==> src/rtl/apogeo_pkg.sv <==
// -----------------------------------------------------------------------------
// apogeo_pkg
//   Shared definitions for the timer event scheduler:
//   - register addresses of the timer block's compare/value registers
//   - FSM state encoding of the scheduler
// -----------------------------------------------------------------------------
package apogeo_pkg;

    // Timer register map (2-bit word address on the timer write port)
    localparam logic [1:0] COMPARE_LOW      = 2'd0;
    localparam logic [1:0] COMPARE_HIGH     = 2'd1;
    localparam logic [1:0] TIMER_VALUE_LOW  = 2'd2;
    localparam logic [1:0] TIMER_VALUE_HIGH = 2'd3;

    typedef enum logic [2:0] {
        IDLE,
        SCAN,
        WR_HI_MAX,
        WR_LO,
        WR_HI,
        FIRE
    } timer_sched_state_t;

endpackage

==> src/rtl/timer_event_scheduler.sv <==
// -----------------------------------------------------------------------------
// timer_event_scheduler
//   Multiplexes NUM_SLOTS software timer events onto one 64-bit hardware
//   compare register. After every arm/cancel/fire the slot table is scanned
//   for the earliest armed deadline, which is then programmed into the timer
//   (high word parked at all ones first so a half-written compare can never
//   match early). Expired slots raise a per-slot pending flag.
//
// Ports
//   clk_i, rst_i               clock, asynchronous active-high reset
//   arm_valid_i/arm_ready_o    arm request handshake (ready only in IDLE)
//   arm_slot_i, arm_deadline_i slot and absolute 64-bit deadline to arm
//   cancel_valid_i/slot_i      disarm request (accepted only in IDLE)
//   timer_value_i              current 64-bit timer count
//   timer_interrupt_i          level compare-match from the timer
//   timer_write_o/_data_o/_address_o   timer register write port
//   event_pending_o/event_ack_i        pending flags, write-1-to-clear acks
//   irq_o                      OR of all pending flags
// -----------------------------------------------------------------------------
module timer_event_scheduler
    import apogeo_pkg::*;
#(
    parameter int NUM_SLOTS = 4
) (
    input  logic                         clk_i,
    input  logic                         rst_i,
    input  logic                         arm_valid_i,
    output logic                         arm_ready_o,
    input  logic [$clog2(NUM_SLOTS)-1:0] arm_slot_i,
    input  logic [63:0]                  arm_deadline_i,
    input  logic                         cancel_valid_i,
    input  logic [$clog2(NUM_SLOTS)-1:0] cancel_slot_i,
    input  logic [63:0]                  timer_value_i,
    input  logic                         timer_interrupt_i,
    output logic                         timer_write_o,
    output logic [31:0]                  timer_write_data_o,
    output logic [1:0]                   timer_write_address_o,
    output logic [NUM_SLOTS-1:0]         event_pending_o,
    input  logic [NUM_SLOTS-1:0]         event_ack_i,
    output logic                         irq_o
);

    localparam int            SW       = $clog2(NUM_SLOTS);
    localparam logic [SW-1:0] LAST_IDX = SW'(NUM_SLOTS - 1);

    timer_sched_state_t   state_reg, state_next;
    logic [NUM_SLOTS-1:0] armed_reg;
    logic [63:0]          deadline_reg [NUM_SLOTS];
    logic [63:0]          min_deadline_reg, min_deadline_next;
    logic                 found_reg, found_next;
    logic [SW-1:0]        scan_idx_reg;
    logic [NUM_SLOTS-1:0] pending_reg, pending_next;
    logic [NUM_SLOTS-1:0] expired;
    logic                 arm_accept, cancel_accept, in_fire;

    assign arm_ready_o   = (state_reg == IDLE);
    assign arm_accept    = arm_valid_i && arm_ready_o;
    assign cancel_accept = cancel_valid_i && arm_ready_o;
    assign in_fire       = (state_reg == FIRE);

    generate
        for (genvar gi = 0; gi < NUM_SLOTS; gi++) begin : g_expired
            assign expired[gi] = armed_reg[gi] && (deadline_reg[gi] <= timer_value_i);
        end
    endgenerate

    // One slot per SCAN cycle folded into the running minimum. The first armed
    // slot always wins so a deadline of all ones still counts as found.
    always_comb begin
        min_deadline_next = min_deadline_reg;
        found_next        = found_reg;
        if (armed_reg[scan_idx_reg] &&
            (!found_reg || (deadline_reg[scan_idx_reg] < min_deadline_reg))) begin
            min_deadline_next = deadline_reg[scan_idx_reg];
            found_next        = 1'b1;
        end
    end

    always_comb begin
        state_next = state_reg;
        case (state_reg)
            IDLE: begin
                // A new request outranks a simultaneous interrupt; the
                // expired check at the end of SCAN catches it instead.
                if (arm_accept || cancel_accept)
                    state_next = SCAN;
                else if (timer_interrupt_i && (|armed_reg))
                    state_next = FIRE;
            end
            SCAN: begin
                if (scan_idx_reg == LAST_IDX)
                    state_next = (found_next && (min_deadline_next <= timer_value_i))
                                 ? FIRE : WR_HI_MAX;
            end
            WR_HI_MAX: state_next = WR_LO;
            WR_LO:     state_next = WR_HI;
            WR_HI:     state_next = IDLE;
            FIRE:      state_next = SCAN;
            default:   state_next = IDLE;
        endcase
    end

    // Moore write port. When nothing was found the minimum is still all ones,
    // which is exactly the "never fire" compare target.
    always_comb begin
        timer_write_o         = 1'b0;
        timer_write_data_o    = 32'd0;
        timer_write_address_o = COMPARE_LOW;
        case (state_reg)
            WR_HI_MAX: begin
                timer_write_o         = 1'b1;
                timer_write_data_o    = 32'hFFFF_FFFF;
                timer_write_address_o = COMPARE_HIGH;
            end
            WR_LO: begin
                timer_write_o         = 1'b1;
                timer_write_data_o    = min_deadline_reg[31:0];
                timer_write_address_o = COMPARE_LOW;
            end
            WR_HI: begin
                timer_write_o         = 1'b1;
                timer_write_data_o    = min_deadline_reg[63:32];
                timer_write_address_o = COMPARE_HIGH;
            end
            default: ;
        endcase
    end

    always_ff @(posedge clk_i or posedge rst_i) begin
        if (rst_i) begin
            state_reg        <= IDLE;
            min_deadline_reg <= '1;
            found_reg        <= 1'b0;
            scan_idx_reg     <= '0;
        end else begin
            state_reg <= state_next;
            if (state_reg == SCAN) begin
                min_deadline_reg <= min_deadline_next;
                found_reg        <= found_next;
                scan_idx_reg     <= (scan_idx_reg == LAST_IDX) ? '0 : scan_idx_reg + 1'b1;
            end else if (state_next == SCAN) begin
                // Fresh scan: restart the minimum search.
                min_deadline_reg <= '1;
                found_reg        <= 1'b0;
                scan_idx_reg     <= '0;
            end
        end
    end

    // Slot table. Arm beats cancel on the same slot; fire only happens
    // outside IDLE, so it never collides with a request.
    always_ff @(posedge clk_i or posedge rst_i) begin
        if (rst_i) begin
            armed_reg <= '0;
            for (int i = 0; i < NUM_SLOTS; i++)
                deadline_reg[i] <= '0;
        end else begin
            for (int i = 0; i < NUM_SLOTS; i++) begin
                if (arm_accept && (arm_slot_i == SW'(i))) begin
                    armed_reg[i]    <= 1'b1;
                    deadline_reg[i] <= arm_deadline_i;
                end else if (cancel_accept && (cancel_slot_i == SW'(i))) begin
                    armed_reg[i] <= 1'b0;
                end else if (in_fire && expired[i]) begin
                    armed_reg[i] <= 1'b0;
                end
            end
        end
    end

    // A set from FIRE wins over an ack in the same cycle.
    assign pending_next = (pending_reg & ~event_ack_i) | (in_fire ? expired : '0);

    always_ff @(posedge clk_i or posedge rst_i) begin
        if (rst_i)
            pending_reg <= '0;
        else
            pending_reg <= pending_next;
    end

    assign event_pending_o = pending_reg;
    assign irq_o           = |pending_reg;

endmodule

==> config.mk <==
export PLATFORM = sky130hd
export DESIGN_NAME = timer_event_scheduler
export DESIGN_NICKNAME = d
export VERILOG_FILES = /design/src/rtl/apogeo_pkg.sv /design/src/rtl/timer_event_scheduler.sv
export SDC_FILE = /design/constraint.sdc
export NUM_CORES = 1
export LEC_CHECK = 0
export BUFFER_PORTS_ARGS = -buffer_cell sky130_fd_sc_hd__buf_2
export CORE_MARGIN = 2
export CORE_UTILIZATION = 62
export DETAILED_ROUTE_END_ITERATION = 8
export HOLD_SLACK_MARGIN = 0.06
export PLACE_DENSITY = 0.82
export SETUP_SLACK_MARGIN = 0.2
export SLEW_MARGIN = 20
export SYNTH_ARGS = -nofsm -noshare
export SYNTH_HDL_FRONTEND = slang
export SYNTH_SLANG_ARGS = --single-unit
==> constraint.sdc <==
create_clock -name clk_i -period 13.35 [get_ports clk_i]
set_input_delay 2.67 -clock clk_i [delete_from_list [all_inputs] [get_ports clk_i]]
set_output_delay 2.67 -clock clk_i [all_outputs]
set_load 0.05 [all_outputs]
==> metrics.cfg <==
[synthesis]
yosysMostFrequentCell = ha_1
synth_edf_count = 0
synthMuxAreaShare_pct = 23.2
netlist_top_cells_area = dfrtp_1, ha_1, mux2_2
synth_top_area_share_pct = 27.5
ys_ff_latch = 334
syn_area_per_cell_um2 = 11.0
synth-compound-area-share_pct = 11.1
synth_cell_type_count = 73
yosys.area.top_type = dfrtp_1
synth_fp_nets = 2753
synth_xor_area_share_pct = 0.0357
ys_seq_area_share_pct = 34.4
syn_inst = 2228
netlist_area_um2 = 24500
synth_adder_area_share_pct = 19.6
yosys_warnings = 0
synth-simple-area-share_pct = 7.62
synth_top_family_by_area = multiplexers
ys_top_cells_by_count = ha_1, mux2_2, dfrtp_1, inv_1, nand2_1
async_flop_share_pct = 100
ys.flop_type = dfrtp_1

[power]
p_per_area_nw_per_um2 = 277
leakage_nw = 13.6
vdd_drop_max_uv = 274

[sta]
period_share_pct = 63.5
final-setup-viol-count = 0
setup_tns_ns = 0
rsz0062_at_grt = false
finalClockSkew_ns = 0.0144
max_slew_margin_pct = 26.7
worst_slack_ns = 4.87
fmax_mhz = 118
finalHoldViolCount = 0
min_period_ns = 8.48
worst_pin_slew_ns = 1.09
drv_slew = 0

[floorplanning]
dieHeight_um = 203
initial_core_util_pct = 63.2
dieArea_um2 = 41200
core-area_um2 = 38800
die_width_um = 203
pin_count = 182
rows = 72

[setup_path]
critical_path.startpoint_type = register
max_stage_delay_ns = 0.93
cp.arrival_ns = 8.99
crit_family = compound AO/OA/AOI/OAI gates
end_kind = register
path_cells = buf_4, mux4_2, ha_1, a21o_1, a211o_1, o221ai_1, a211oi_1, a211oi_1, o21ai_4, buf_16, mux2_1, ha_1, nand4_1, nor4_1, and3_1, nand4b_1, a21oi_1, nor4bb_1, o21ai_4, buf_4, a31o_2
crit_path_max_fanout = 52
worstReg2RegEnd = scan_idx_reg[0]$_DFFE_PP0P_
reg2reg_from = scan_idx_reg[1]$_DFFE_PP0P_
crit_type = register to register
rrSetupSlack_ns = 4.87
cp_slowest_cell = nor4_1
required_ns = 13.85
reg2reg_depth = 21
crit_buf_inv = 3

[detailed_routing]
first_pass_iters = 6
avgRoutedWirePerCell_um = 25.0
drt_iter0_markers = 1527
final_antenna_net_count = 0
vias = 19800
drt_wl_total_um = 73500
remaining_drc_errors = 0
via_per_inst = 6.75

[cells_and_area]
nets = 2910
finish.utilization_pct = 70.2
final_cell_area_um2 = 27300
seq_area_um2 = 8440
area_growth_syn_to_layout_pct = 11.0
multi_input_area_um2 = 15100
largest_reg_flops = 256
nFillCells = 2834
layout-drive-gt1-share_pct = 30.1

[hold_path]
min_path_cells = 1
hold_path_class = register to register
hold_start = deadline_reg[14]$_DFFE_PP0P_
hold_end = deadline_reg[14]$_DFFE_PP0P_

[run_status]
status = finished, final reports clean

[placed_design]
numPortBuffers = 180
dp_slack_ns = 4.76
detailed_place_hpwl_um = 55200
post_dp_cell_area_um2 = 25900
gp_congestion = 0.965

[clock_network]
htree_levels = 2
clk_path_buf_depth = 3
cts_sinks = 334
cts_resized = 0
clk_root_buffer_cell = clkbuf_16
insertion_delay_ns = 0.57
cts_setup_buffers = 0
postCtsHoldBufs = 0
cts_tree = yes
numCtsBuffers = 38
cts.reportedPaths.clkPinSlew_ns = 0.06

[global_routing]
grt_pass1_wl_um = 115000
antenna_found_initial = 1
overflow = 0
grt_usage_pct = 36.1
grt_max_degree = 128
grt_pass1_vias = 20500

[run]
drv_cap = 0

-- cell type report --
cell class	count	area share, %
Clock inverter	18	0.854
Timing Repair Buffer	201	4.03
Sequential cell	334	31.0
Multi-Input combinational cell	1656	55.6
Tap cell	518	2.38
Antenna cell	1	0.00918
Clock buffer	51	4.05
Inverter	154	2.15
-- per-layer routing --
layer	up-vias	global-route usage, %	share of wire, %
met1	9905	47.6	41
met3	208	5.99	8.0
met4	0	18.1	5.2
li1	8712	-	-
met2	968	57.9	46
met5	-	0	0
-- power by group --
group          switching [W]  total (W)  internal [W]
Clock               0.000452    0.00113      0.000680
Sequential          0.000545    0.00211       0.00156
Combinational        0.00235    0.00431       0.00196
-- worst max path at each step --
stage	start	end	slack (ns)	depth (start not counted)
finish	scan_idx_reg[1]$_DFFE_PP0P_	scan_idx_reg[0]$_DFFE_PP0P_	4.87	21
global route	scan_idx_reg[0]$_DFFE_PP0P_	scan_idx_reg[0]$_DFFE_PP0P_	4.45	21
CTS	scan_idx_reg[0]$_DFFE_PP0P_	scan_idx_reg[0]$_DFFE_PP0P_	4.76	21
detailed placement	scan_idx_reg[0]$_DFFE_PP0P_	scan_idx_reg[0]$_DFFE_PP0P_	4.76	21
global placement	scan_idx_reg[0]$_DFFE_PP0P_	scan_idx_reg[0]$_DFFE_PP0P_	5.00	21
floorplan	rst_i	armed_reg[0]$_DFFE_PP0P_	1.53	1
-- stage by stage --
step	cells	power, W	hold slack (ns)
3_5_place_dp	2861	0.00629	0.512
5_1_grt	2932	0.00807	0.552
6_report	2933	0.00755	0.539
3_3_place_gp	2861	0.00608	0.496
2_1_floorplan	2228	0.00514	0.497
4_1_cts	2930	0.00746	0.529
-- placed cells by master (no fill, tap or decap), types with 60 or more instances in the layout --
cell type	count
dfrtp_1	268
buf_2	180
inv_1	153
mux2_2	314
a21oi_1	109
o21ai_0	115
nand4_1	69
nand2_1	124
dfstp_2	64
o21ai_1	60
mux2i_1	65
mux4_2	65
ha_1	384
-- cells by family after synthesis --
| group | after synthesis |
|---|---|
| DFF | 334 |
| and+or+nand+nor | 372 |
| muxes | 448 |
| AOI/OAI and AO/OA | 450 |
| adders and majority gates | 384 |
| buffers and inverters | 238 |
| xor gates and xnor gates | 1 |
| other | 1 |
-- worst register-to-register path: cells and delay by family, from the launching register on --
| kind | cells | cell delay, ns |
|---|---|---|
| AOI/OAI and AO/OA | 9 | 3.08 |
| adders and majority gates | 2 | 0.61 |
| buffers and inverters | 3 | 1.57 |
| DFF | 1 | 0.64 |
| muxes | 2 | 0.85 |
| and+or+nand+nor | 5 | 1.67 |
Note: power is estimated with default switching activity, not from simulation.
